===== src/rtl/fsm_code_logger.sv =====
// Run-length logger for a 2-bit FSM output code.
// Each run of constant code becomes a {code, length} record in a small first-word-fall-through FIFO.
module fsm_code_logger #(
  parameter int unsigned RUN_W = 6,
  parameter int unsigned DEPTH = 4
) (
  input  logic                     clk,
  input  logic                     reset,
  input  logic [1:0]               y_in,
  input  logic                     flush,
  output logic                     out_valid,
  input  logic                     out_ready,
  output logic [1:0]               out_code,
  output logic [RUN_W-1:0]         out_run,
  output logic [$clog2(DEPTH):0]   fifo_count,
  output logic                     overflow
);

  localparam int unsigned AW = $clog2(DEPTH);
  localparam int unsigned CW = AW + 1;
  localparam logic [RUN_W-1:0] RUN_MAX = '1;

  typedef struct packed {
    logic [1:0]       code;
    logic [RUN_W-1:0] run;
  } rec_t;

  logic             primed;
  logic [1:0]       prev;
  logic [RUN_W-1:0] run;
  rec_t             mem [DEPTH];
  logic [AW-1:0]    wr_ptr;
  logic [AW-1:0]    rd_ptr;

  logic boundary_c, push_c, pop_c, full_c, write_c;
  rec_t head_c;

  // Segment boundary detection and FIFO handshake decode
  always_comb begin
    boundary_c = flush || (y_in != prev);
    push_c     = primed && boundary_c;
    pop_c      = (fifo_count != '0) && out_ready;
    full_c     = (fifo_count == CW'(DEPTH));
    write_c    = push_c && (!full_c || pop_c);
    head_c     = mem[rd_ptr];
  end

  assign out_valid = (fifo_count != '0);
  assign out_code  = out_valid ? head_c.code : 2'b00;
  assign out_run   = out_valid ? head_c.run  : '0;

  always_ff @(posedge clk or posedge reset) begin
    if (reset) begin
      primed     <= 1'b0;
      prev       <= 2'b00;
      run        <= '0;
      wr_ptr     <= '0;
      rd_ptr     <= '0;
      fifo_count <= '0;
      overflow   <= 1'b0;
      for (int i = 0; i < DEPTH; i++) mem[i] <= '0;
    end else begin
      // Run tracking: first edge after reset only primes
      if (!primed) begin
        prev   <= y_in;
        run    <= RUN_W'(1);
        primed <= 1'b1;
      end else if (boundary_c) begin
        prev <= y_in;
        run  <= RUN_W'(1);
      end else if (run != RUN_MAX) begin
        run <= run + RUN_W'(1);
      end

      if (write_c) begin
        mem[wr_ptr] <= '{code: prev, run: run};
        wr_ptr      <= wr_ptr + AW'(1);
      end
      if (pop_c) rd_ptr <= rd_ptr + AW'(1);

      case ({write_c, pop_c})
        2'b10:   fifo_count <= fifo_count + CW'(1);
        2'b01:   fifo_count <= fifo_count - CW'(1);
        default: fifo_count <= fifo_count;
      endcase

      // Sticky drop flag: push into a full FIFO with nothing leaving
      if (push_c && full_c && !pop_c) overflow <= 1'b1;
    end
  end

endmodule

===== config.mk =====
export PLATFORM = sky130hd
export DESIGN_NAME = fsm_code_logger
export DESIGN_NICKNAME = d
export VERILOG_FILES = /design/src/rtl/fsm_code_logger.sv
export SDC_FILE = /design/constraint.sdc
export NUM_CORES = 1
export LEC_CHECK = 0
export CAP_MARGIN = 20
export CORE_ASPECT_RATIO = 1.5
export CORE_MARGIN = 2
export CORE_UTILIZATION = 58
export DETAILED_ROUTE_END_ITERATION = 8
export GPL_ROUTABILITY_DRIVEN = 0
export PLACE_DENSITY = 0.8
export SETUP_SLACK_MARGIN = 0.02
export SYNTH_ARGS = -nofsm -noshare
export SYNTH_HDL_FRONTEND = slang
export SYNTH_SLANG_ARGS = --single-unit
export TNS_END_PERCENT = 10

===== constraint.sdc =====
create_clock -name clk -period 2.8 [get_ports clk]
set_input_delay 0.56 -clock clk [delete_from_list [all_inputs] [get_ports clk]]
set_output_delay 0.56 -clock clk [all_outputs]
set_load 0.02 [all_outputs]

# Word level (Yosys, flattened, before mapping)
# Cells that the tools add are included.
word_totals:
  out_inout_bits: 13
  inputBits: 6
  regBits: 49
  elab_cells: 58
op_classes:
  bitwise: 2
  order_cmp: 3
  eq_ne: 7
  reduce_logical: 12
  addsub: 5
  n_mux: 14
op_table:
  columns: ["op", "n"]
  rows:
  - ["bitwise mux 32 bit", 1]
  - ["2-to-1 mux 6 bit", 4]
  - ["2-to-1 mux 8 bit", 3]
  - ["binary-select mux 8 bit (select 2 bit)", 1]
  - ["demux 8 bit (select 2 bit)", 1]
  - ["adder 6 x 1 -> 6 bit (second input constant)", 1]
  - ["greater-or-equal comparator 3 bit (second input constant)", 2]
  - ["logical AND 1 bit", 6]
  - ["2-to-1 mux 2 bit", 3]
  - ["!= test 6 bit (second input constant)", 1]
  - ["inverter 2 -> 3 bit", 2]
  - ["case mux 3 bit (2 select lines)", 1]
  - ["adder 2 x 1 -> 2 bit (second input constant)", 2]
  - ["adder 3 x 1 -> 3 bit (second input constant)", 1]
  - ["equality test 3 bit (second input constant)", 1]
  - ["< comparator 3 x 1 -> 1 bit (second input constant)", 1]
  - ["!= test 3 x 1 -> 1 bit (second input constant)", 1]
  - ["nonzero test 3 bit", 1]
  - ["subtractor 3 x 1 -> 3 bit (second input constant)", 1]
  - ["equality test 2 x 1 -> 1 bit (second input constant)", 1]
  - ["equality test 2 bit (second input constant)", 1]
  - ["logical NOT 1 bit", 2]
  - ["logical OR 1 bit", 2]
  - ["!= test 2 x 1 -> 1 bit (second input constant)", 1]
  - ["other kinds (2)", 2]

# Logic depth before layout (Yosys ltp)
# Gate-level depths: netlist of the first run.
logic_depth:
  ltp_word: 6
  ltp_mapped: 8

# Worst setup path before layout of the first run
# OpenSTA, ideal clock, no wires.
synth_path:
  path_kind: "flip-flop to flip-flop"
  startpoint: "reg fifo_count[0]"
  endpoint: "reg fifo_count[2]"
  t_arrival_ns: 2.279
  t_required_ns: 2.720
  slack_ns: 0.441
  path_stages_with_launch: 9
  setup_ns: 0.080
  synth_period_minus_slack_ns: 2.359
  cell_sequence: "dfrtp_1 > or4b_4 > o311ai_2 > ha_1 > inv_1 > fa_1 > xor2_1 > nor2_1 > xor2_1"
synth_via:
  elab_chain_len: 6
  word_cells_on_any_way: 12
  classes_between: "2 x add/sub; 3 x eq/ne; 1 x mux; 6 x reduce/logical"
synth_rtl:
  columns: ["element", "line", "text"]
  rows:
  - ["start, declared", "15", "output logic [$clog2(DEPTH):0] fifo_count,"]
  - ["start signal, assigned", "82", "2'b10: fifo_count <= fifo_count + CW'(1);"]
  - ["start signal, assigned", "83", "2'b01: fifo_count <= fifo_count - CW'(1);"]
  - ["start signal, assigned", "84", "default: fifo_count <= fifo_count;"]
  - ["equality test 3 bit / nonzero test 3 bit (equally long branches)", "43, 42", null]
  - ["logical NOT 1 bit / logical AND 1 bit (equally long branches)", "44, 42", null]
  - ["logical OR 1 bit", "44", "write_c = push_c && (!full_c || pop_c);"]
  - ["logical AND 1 bit", "44", null]
  - ["equality test 2 x 1 -> 1 bit / equality test 2 bit (equally long branches)", "81", "case ({write_c, pop_c})"]
  - ["case mux 3 bit (2 select lines) / nonzero test 2 bit (equally long branches)", null, null]
# Several ways; a longest one is shown, not always the timed one.
# A chain may end at the register's enable or synchronous reset.

# Worst setup path after layout of the first run
layout_path:
  startpoint: "reg rd_ptr[1]"
  endpoint: "out out_run[1]"
layout_via:
  elab_chain_len: 5
layout_rtl:
  columns: ["element", "line", "text"]
  rows:
  - ["start, declared", "33", "logic [AW-1:0] rd_ptr;"]
  - ["start signal, assigned", "79", "if (pop_c) rd_ptr <= rd_ptr + AW'(1);"]
  - ["inverter 2 -> 3 bit (not written as such)", "45", "head_c = mem[rd_ptr];"]
  - ["binary-select mux 8 bit (select 2 bit)", "45", null]
  - ["2-to-1 mux 8 bit (not written as such) (2 in series)", "45", null]
  - ["2-to-1 mux 6 bit", "50", "assign out_run = out_valid ? head_c.run : '0;"]
  - ["end, declared", "14", "output logic [RUN_W-1:0] out_run,"]
# No other way between the ends. The select of a mux whose other input is x is not followed.

==> out/summary.md, run 1 <==
The layer flagged by global routing as most heavily used is met2. The run gives 5 as the CTS buffer count. The worst-case clock buffer depth came out at 2. Input and output buffers added on the ports amount to 18. The critical path is of the flop to primary output type. The worst path meets setup with 0.0953 ns of slack. Along the worst path, the maximum fanout reaches 7. The vertical die dimension was 84.0 um. The number of buffers inserted by post-CTS setup repair was 0; the antenna diode count was 0.

Once the floorplan was initialized, standard cells occupied 59.4% of the core. Setup total negative slack on the finished layout was measured at 0 ns. The clock tree synthesis step divided the H-tree into 2 levels.

Predominant post-synthesis flop cell: sky130_fd_sc_hd__dfrtp_1. The number of nets in the synthesized netlist is 239. The number of global-route vias before repair was 1851; the relative slew slack was 24.3%. The logs give 69.3% for the share of the core filled with cells in the final layout and 37 for the count of cell types in the netlist.

Setup repair after global routing left no endpoint under its margin. The leakage power is 1.19 nW. The number of flops mapped to enable cells by yosys is 0, and the fraction of layout cells with a size suffix above 1 is 15.3%. The tools report the initial antenna violation count as 0.

The worst setup path is launched from a flop. For this run, global-route usage on met3 was measured as 4.50%. For the sequential-to-total area share from yosys stat, the log shows 49.5%. The post-place setup slack was 0.0224 ns; the count of endpoints failing setup in the final report was 0. Sorting the synthesized cells by area gives the leading types as sky130_fd_sc_hd__dfrtp_1 49%, sky130_fd_sc_hd__o22ai_1 8.1%, sky130_fd_sc_hd__mux4_2 7.3%. Summed over all layers, the global routing overflow is 0.

Clock-pin slew was measured on the worst setup and hold paths at 0.09 ns. The run gives 0.000801 V as the worst ir drop on vdd. Across all layers, the routed design uses 1996 vias.

The clock reaches the later pin of the worst-skew pair after 0.31 ns. The fraction of met2 tracks used by global routing is 38.4%, and the count of endpoints failing hold in the final timing report is 0. After clock tree synthesis, the flow added hold-fix buffers numbering 0.

For this run, the detailed router's first-pass iteration total came to 5. The tools report the clock skew as 0.00908 ns. The cell count after synthesis came out at 226. The power density over the cells came out at 912 mW/mm^2.

The post-route minimum period was 2.70 ns. For this design the top-level I/O count stands at 19. The die span in x is 57.4 um, and the count of maximum capacitance violations is 0. The first global-routing pass estimated 9.37 mm of wire.

The cell type contributing the most total cell area after synthesis was sky130_fd_sc_hd__dfrtp_1. After the first detailed-routing iteration, the DRC count stood at 120. Detailed placement finished with a half-perimeter wire length of 3.99 mm. The final count of pins violating max slew came out at 0. Portion of synthesized cell area occupied by the leading cell type: 49.5%. The logs give 29 for the count of standard-cell rows and 49 for the number of clock sinks. The worst setup path is captured at a primary output. The type of the tightest min-delay check is flop to flop. Counting flops and latches in the post-synthesis netlist gives 49. For the total power draw, the log shows 2.63 mW.

Number of fill cells in the layout: 313. The Yosys step of the flow raised 0 warnings. The run gives 0.00482 sq mm as the area of the die. The root buffer cell is sky130_fd_sc_hd__clkbuf_8.

After detailed routing, the number of vias per cell comes to 6.63. In the global route stage, met1 resource usage came out at 34.8%. The final worst-path cycle share was 96.6%. Wire length after detailed routing: 5.50 mm. Global routing used 24.9% of the available tracks. The logs give 0 for the number of gates resized after cts and 0.00417 sq mm for the area of the core.

For the worst setup path, the data required time is 2.24 ns. For this run, design rule violations remaining after detail routing come to 0. In the final routed layout, each cell accounts on average for 18.3 um. The area overhead of the layout relative to synthesis is 16.7%, and the synthesized area per cell is 11.0 sq um. Most used standard cell by instance count after synthesis: sky130_fd_sc_hd__dfrtp_1. The run gives 2.14 ns as the data arrival time of the critical path. The tools report the largest net degree at the start of global routing as 34. Static timing analysis puts the maximum clock frequency at 0.370 GHz. TritonCTS built the clock tree. For the residual antenna-violating net count after detailed routing, the log shows 0. After the last flow step, the layout net total stands at 267. The share of flip-flops with an asynchronous set or reset is 100%.

The commonest cells after synthesis are 49 x sky130_fd_sc_hd__dfrtp_1, 34 x sky130_fd_sc_hd__o21ai_0, 32 x sky130_fd_sc_hd__o22ai_1. For the pin with the worst max-slew slack, the measured transition is 1.12 ns. The run finished with clean final reports. The combined area of all synthesized cells came out at 0.00248 sq mm.
==> path summary, 6_finish.rpt <==
| check | start | cells after the start | endpoint | slack (ns) |
|---|---|---|---|---|
| max in group asynchronous | reset | 3 | fifo_count[2] | 1.56 |
| min reg2reg | overflow | 1 | overflow | 0.48 |
| max | rd_ptr[1] | 3 | out_run[1] | 0.1 |
| min | overflow | 1 | overflow | 0.48 |
| min in group asynchronous | reset | 2 | mem[20] | 0.65 |
| max reg2reg | fifo_count[0] | 8 | fifo_count[2] | 0.49 |
==> worst max-delay path: stages, from the launching register on <==
cell and delay [ns]:
sky130_fd_sc_hd__dfrtp_1 0.60, sky130_fd_sc_hd__mux4_2 0.55, sky130_fd_sc_hd__and2_1 0.16, sky130_fd_sc_hd__clkdlybuf4s50_1 0.53
==> sequential cells by signal, summed over array words and instances, names as in the netlist <==
register    flops
primed          1
overflow        1
wr_ptr          2
mem            32
fifo_count      3
run             6
rd_ptr          2
prev            2
==> cell usage in the layout, fill, tap and decap left out, types with 2 or more instances in the layout <==
master                            instances
sky130_fd_sc_hd__a211oi_1                 3
sky130_fd_sc_hd__a31oi_1                  3
sky130_fd_sc_hd__and2_1                   9
sky130_fd_sc_hd__and3_1                   2
sky130_fd_sc_hd__buf_2                    3
sky130_fd_sc_hd__buf_4                   12
sky130_fd_sc_hd__clkbuf_8                 6
sky130_fd_sc_hd__clkdlybuf4s50_1         18
sky130_fd_sc_hd__dfrtp_1                 49
sky130_fd_sc_hd__ha_1                     6
sky130_fd_sc_hd__inv_1                    5
sky130_fd_sc_hd__mux4_2                   8
sky130_fd_sc_hd__nand2_1                 14
sky130_fd_sc_hd__nand3_1                  6
sky130_fd_sc_hd__nand4_1                  2
sky130_fd_sc_hd__nor2_1                   4
sky130_fd_sc_hd__nor3_1                   4
sky130_fd_sc_hd__o21ai_0                 34
sky130_fd_sc_hd__o22ai_1                 32
sky130_fd_sc_hd__o311ai_1                 3
sky130_fd_sc_hd__o311ai_2                 2
sky130_fd_sc_hd__or3_1                    2
sky130_fd_sc_hd__xnor2_1                  5
sky130_fd_sc_hd__xor2_1                   5
==> power by group <==
part | switching, mW | total, mW | internal (mW) | leakage, nW
sequential | 0.140 | 1.00 | 0.863 | 0.635
clock | 0.236 | 0.526 | 0.290 | 0.0574
combinational | 0.579 | 1.11 | 0.526 | 0.501
==> layer usage <==
layer / share of wire, % / vias to the layer above
met5: 0 / -
met4: 1.9 / 0
met3: 5.7 / 10
met2: 51 / 91
met1: 41 / 987
li1: - / 908
==> area by class of cell <==
cell class	count	area, sq um	share of cell area, %
Sequential cell	49	1230	42.4
Timing Repair Buffer	34	290	10.0
Clock inverter	2	37.5	1.30
Inverter	6	22.5	0.779
Multi-Input combinational cell	158	1170	40.6
Tap cell	46	57.6	1.99
Clock buffer	6	82.6	2.86
==> metrics by stage <==
stage               cell area (sq um)  hold WS [ns]  cells
floorplan                        2480         0.498    226
global placement                 2750         0.456    289
detailed placement               2760         0.472    291
CTS                              2880         0.494    299
global route                     2890         0.523    301
finish                           2890         0.484    301
==> cell families after synthesis <==
logic type | count (synthesis) | synth area share [%]
buffers and inverters | 19 | 3.13
AO/OA/AOI/OAI | 81 | 20.4
flip-flops | 49 | 49.5
AND/OR/NAND/NOR | 49 | 11.4
multiplexers | 10 | 8.13
adder cells (fa/ha/maj) | 7 | 3.84
XOR/XNOR | 10 | 3.54
other | 1 | 0.151
(Power assumes the default switching activity.)
==> run 2: changes to the inputs <==
- CTS_BUF_LIST: unset -> sky130_fd_sc_hd__clkbuf_8 sky130_fd_sc_hd__clkbuf_16
==> results of run 2 <==
The final DEF is identical to that of run 1; final timing and power are the same.
==> run 3: changes to the inputs <==
- RECOVER_POWER: unset -> 50
- SLEW_MARGIN: unset -> 20
==> run 3 against run 2 <==
Compared with the run above:
- critical path depth unchanged
- hold slack got worse by 0.0095 ns
- count of clock-buffer cells in the layout decreased by 1
- critical path type unchanged
- critical endpoint unchanged
- largest cell class unchanged
==> out/summary.md, run 3 (same netlist as run 1, synthesis figures left out) <==
The flow ran to the end, and the final reports show no timing, DRC or antenna violations. The CTS buffer count was 5 (unchanged); the maximum fanout along the worst path was 7 (unchanged). Number of flip-flops under the largest register name: 32 (unchanged).

The tools report the worst setup path endpoint as out_run[1] (unchanged). The final worst-path cycle share is 96.0% (was 96.6%). The worst ir drop on vdd was 0.000701 V (was 0.000801 V); the maximum clock frequency was 0.372 GHz (was 0.370 GHz). Count of TritonRoute iterations in the first routing pass: 4 (was 5). The count of nets after finishing came out at 264 (was 267). TritonCTS built the clock tree. The run gives 1958 (was 1851) as the number of global-route vias before repair.

Worst-margin pin slew: 1.18 ns (was 1.12 ns). For the count of standard-cell rows, the log shows 29 (unchanged). The tools report the residual antenna-violating net count after detailed routing as 0 (unchanged). The latest clock arrival within the worst-skew pair was 0.31 ns (about the same); the post-route non-filler standard cell count was 298 (was 301). The run gives 68.5% (was 69.3%) as the share of the core filled with cells in the final layout. Port buffer count: 18 (unchanged).

The tools report the critical register-to-register path startpoint as fifo_count[0] (unchanged). The total negative slack for setup checks is 0 ns (unchanged). The detailed-route wire length per cell is 18.8 um (was 18.3 um). The vertical die dimension is 84.0 um (unchanged), and the required time at the worst-slack endpoint is 2.24 ns (about the same). Relative slew slack: 21.2% (was 24.3%). The clock skew is 0.0131 ns (was 0.00908 ns), and the number of clock sinks is 49 (unchanged). Initial antenna violation count: 0 (unchanged).

For the wire length after detailed routing, the log shows 5.60 mm (was 5.50 mm). Largest registers: mem: 32 flops, run: 6 flops, fifo_count: 3 flops (unchanged). The antenna diode count was 0 (unchanged). The count of endpoints failing hold in the final timing report came out at 0 (unchanged). The tools report the overflow left after global routing as 0 (unchanged). The area overhead of the layout relative to synthesis is 15.4% (was 16.7%), and the area of all sequential standard cells is 0.00123 sq mm (unchanged). The worst reg2reg path endpoint is fifo_count[2] (unchanged). The die span in x came out at 57.4 um (unchanged).

The post-route minimum period was 2.69 ns (was 2.70 ns). The type of the tightest min-delay check is flop to flop (unchanged). The type of the worst setup path was flop to primary output (unchanged). The final count of pins violating max slew was 0 (unchanged); the area after detailed placement was 0.00276 sq mm (about the same).

The kind of capture point of the worst setup path was a primary output (unchanged). The logs give 19 (unchanged) for the count of boundary I/O pins and 0 (unchanged) for the count of endpoints failing setup in the final report. The number of gates resized after cts came out at 0 (unchanged).

The root buffer cell was sky130_fd_sc_hd__clkbuf_8 (unchanged). The fraction of layout cells with a size suffix above 1 was 13.9% (was 15.3%); the number of DRC markers after the initial detailed-route iteration was 96 (was 120). The power density over the cells is 879 mW/mm^2 (was 912 mW/mm^2), and the post-placement cell count is 290 (was 291).

The tools report the data arrival time of the critical path as 2.13 ns (was 2.14 ns). Vias per cell: 6.76 (was 6.63). The logs give 0.47 ns (was 0.49 ns) for the internal reg-to-reg setup slack and 34 (unchanged) for the largest net degree at the start of global routing. The hold-fix buffer count after cts was 0 (unchanged). The tools report the area of the die as 0.00482 sq mm (unchanged). The initial core utilization came out at 59.4% (unchanged). The tools report the number of fill cells in the layout as 326 (was 313).

The tools report the remaining routing DRC violations as 0 (unchanged). The logs give 1.17 nW (was 1.19 nW) for the leakage power and 0.474 ns (was 0.484 ns) for the worst hold margin. For the footprint of the multi-input gates, the log shows 0.00120 sq mm (was 0.00117 sq mm). Register with the highest flop count: mem (unchanged). The worst-case clock buffer depth is 2 (unchanged). Most common cell after layout, fill and taps aside: sky130_fd_sc_hd__dfrtp_1 (unchanged). Commonest non-fill, non-tap cells in the layout: 49 x sky130_fd_sc_hd__dfrtp_1, 34 x sky130_fd_sc_hd__o21ai_0, 32 x sky130_fd_sc_hd__o22ai_1 (unchanged). The number of buffers inserted by post-CTS setup repair is 0 (unchanged). The startpoint of the most critical setup path is rd_ptr[1] (unchanged). The total via count after detailed routing came out at 2015 (was 1996). Number of levels the H-tree was split into: 2 (unchanged). Post-detailed-placement half-perimeter wirelength: 4.00 mm (was 3.99 mm). The depth of the most critical reg-to-reg path is 8 (unchanged), and the final non-filler cell area is 0.00286 sq mm (was 0.00289 sq mm). The clock-pin slew on the worst setup and hold paths was 0.09 ns (about the same). The tools report the overall track demand over capacity in global routing as 25.6% (was 24.9%).

Setup repair after global routing left no endpoint under its margin. Type of origin of the critical path: a flop (unchanged). For the wire length of the first global-routing pass, the log shows 9.58 mm (was 9.37 mm). For the count of maximum capacitance violations, the log shows 0 (unchanged). The run gives 0.00417 sq mm (unchanged) as the area of the core.
==> run 3: per-layer routing <==
metal	GRT usage (%)	up-vias	share of wire, %
li1	-	906	-
met4	14.2	0	3.3
met1	33.5	995	40
met3	5.74	19	6.8
met2	38.9	95	50
met5	0	-	0
==> run 3: where the power goes <==
| part | internal [mW] | switching (mW) | leakage [nW] |
|---|---|---|---|
| Sequential | 0.863 | 0.136 | 0.635 |
| Combinational | 0.519 | 0.589 | 0.487 |
| Clock | 0.170 | 0.237 | 0.0467 |
==> run 3: stage by stage <==
stage | total power [mW] | setup slack, ns
6_report | 2.51 | 0.111
5_1_grt | 2.66 | 0.0476
4_1_cts | 2.51 | 0.116
3_5_place_dp | 2.10 | 0.00947
3_3_place_gp | 2.07 | 0.0257
2_1_floorplan | 1.71 | 0.441
==> run 3: critical path, stage by stage, from the launching register on <==
cell,delay [ns]
sky130_fd_sc_hd__dfrtp_1,0.59
sky130_fd_sc_hd__mux4_2,0.55
sky130_fd_sc_hd__and2_1,0.16
sky130_fd_sc_hd__clkdlybuf4s50_1,0.52
==> run 3: layout make-up <==
class | instances | share of cell area [%]
Clock buffer | 5 | 2.41
Clock inverter | 3 | 0.525
Inverter | 6 | 0.788
Multi-Input combinational cell | 158 | 42.0
Sequential cell | 49 | 42.9
Tap cell | 46 | 2.01
Timing Repair Buffer | 31 | 9.37
==> run 3: how the worst min path moves through the flow <==
stage | from | end | cells after the start
floorplan | wr_ptr[0] | wr_ptr[0] | 1
global placement | overflow | overflow | 1
detailed placement | overflow | overflow | 1
CTS | overflow | overflow | 1
global route | overflow | overflow | 1
finish | overflow | overflow | 1
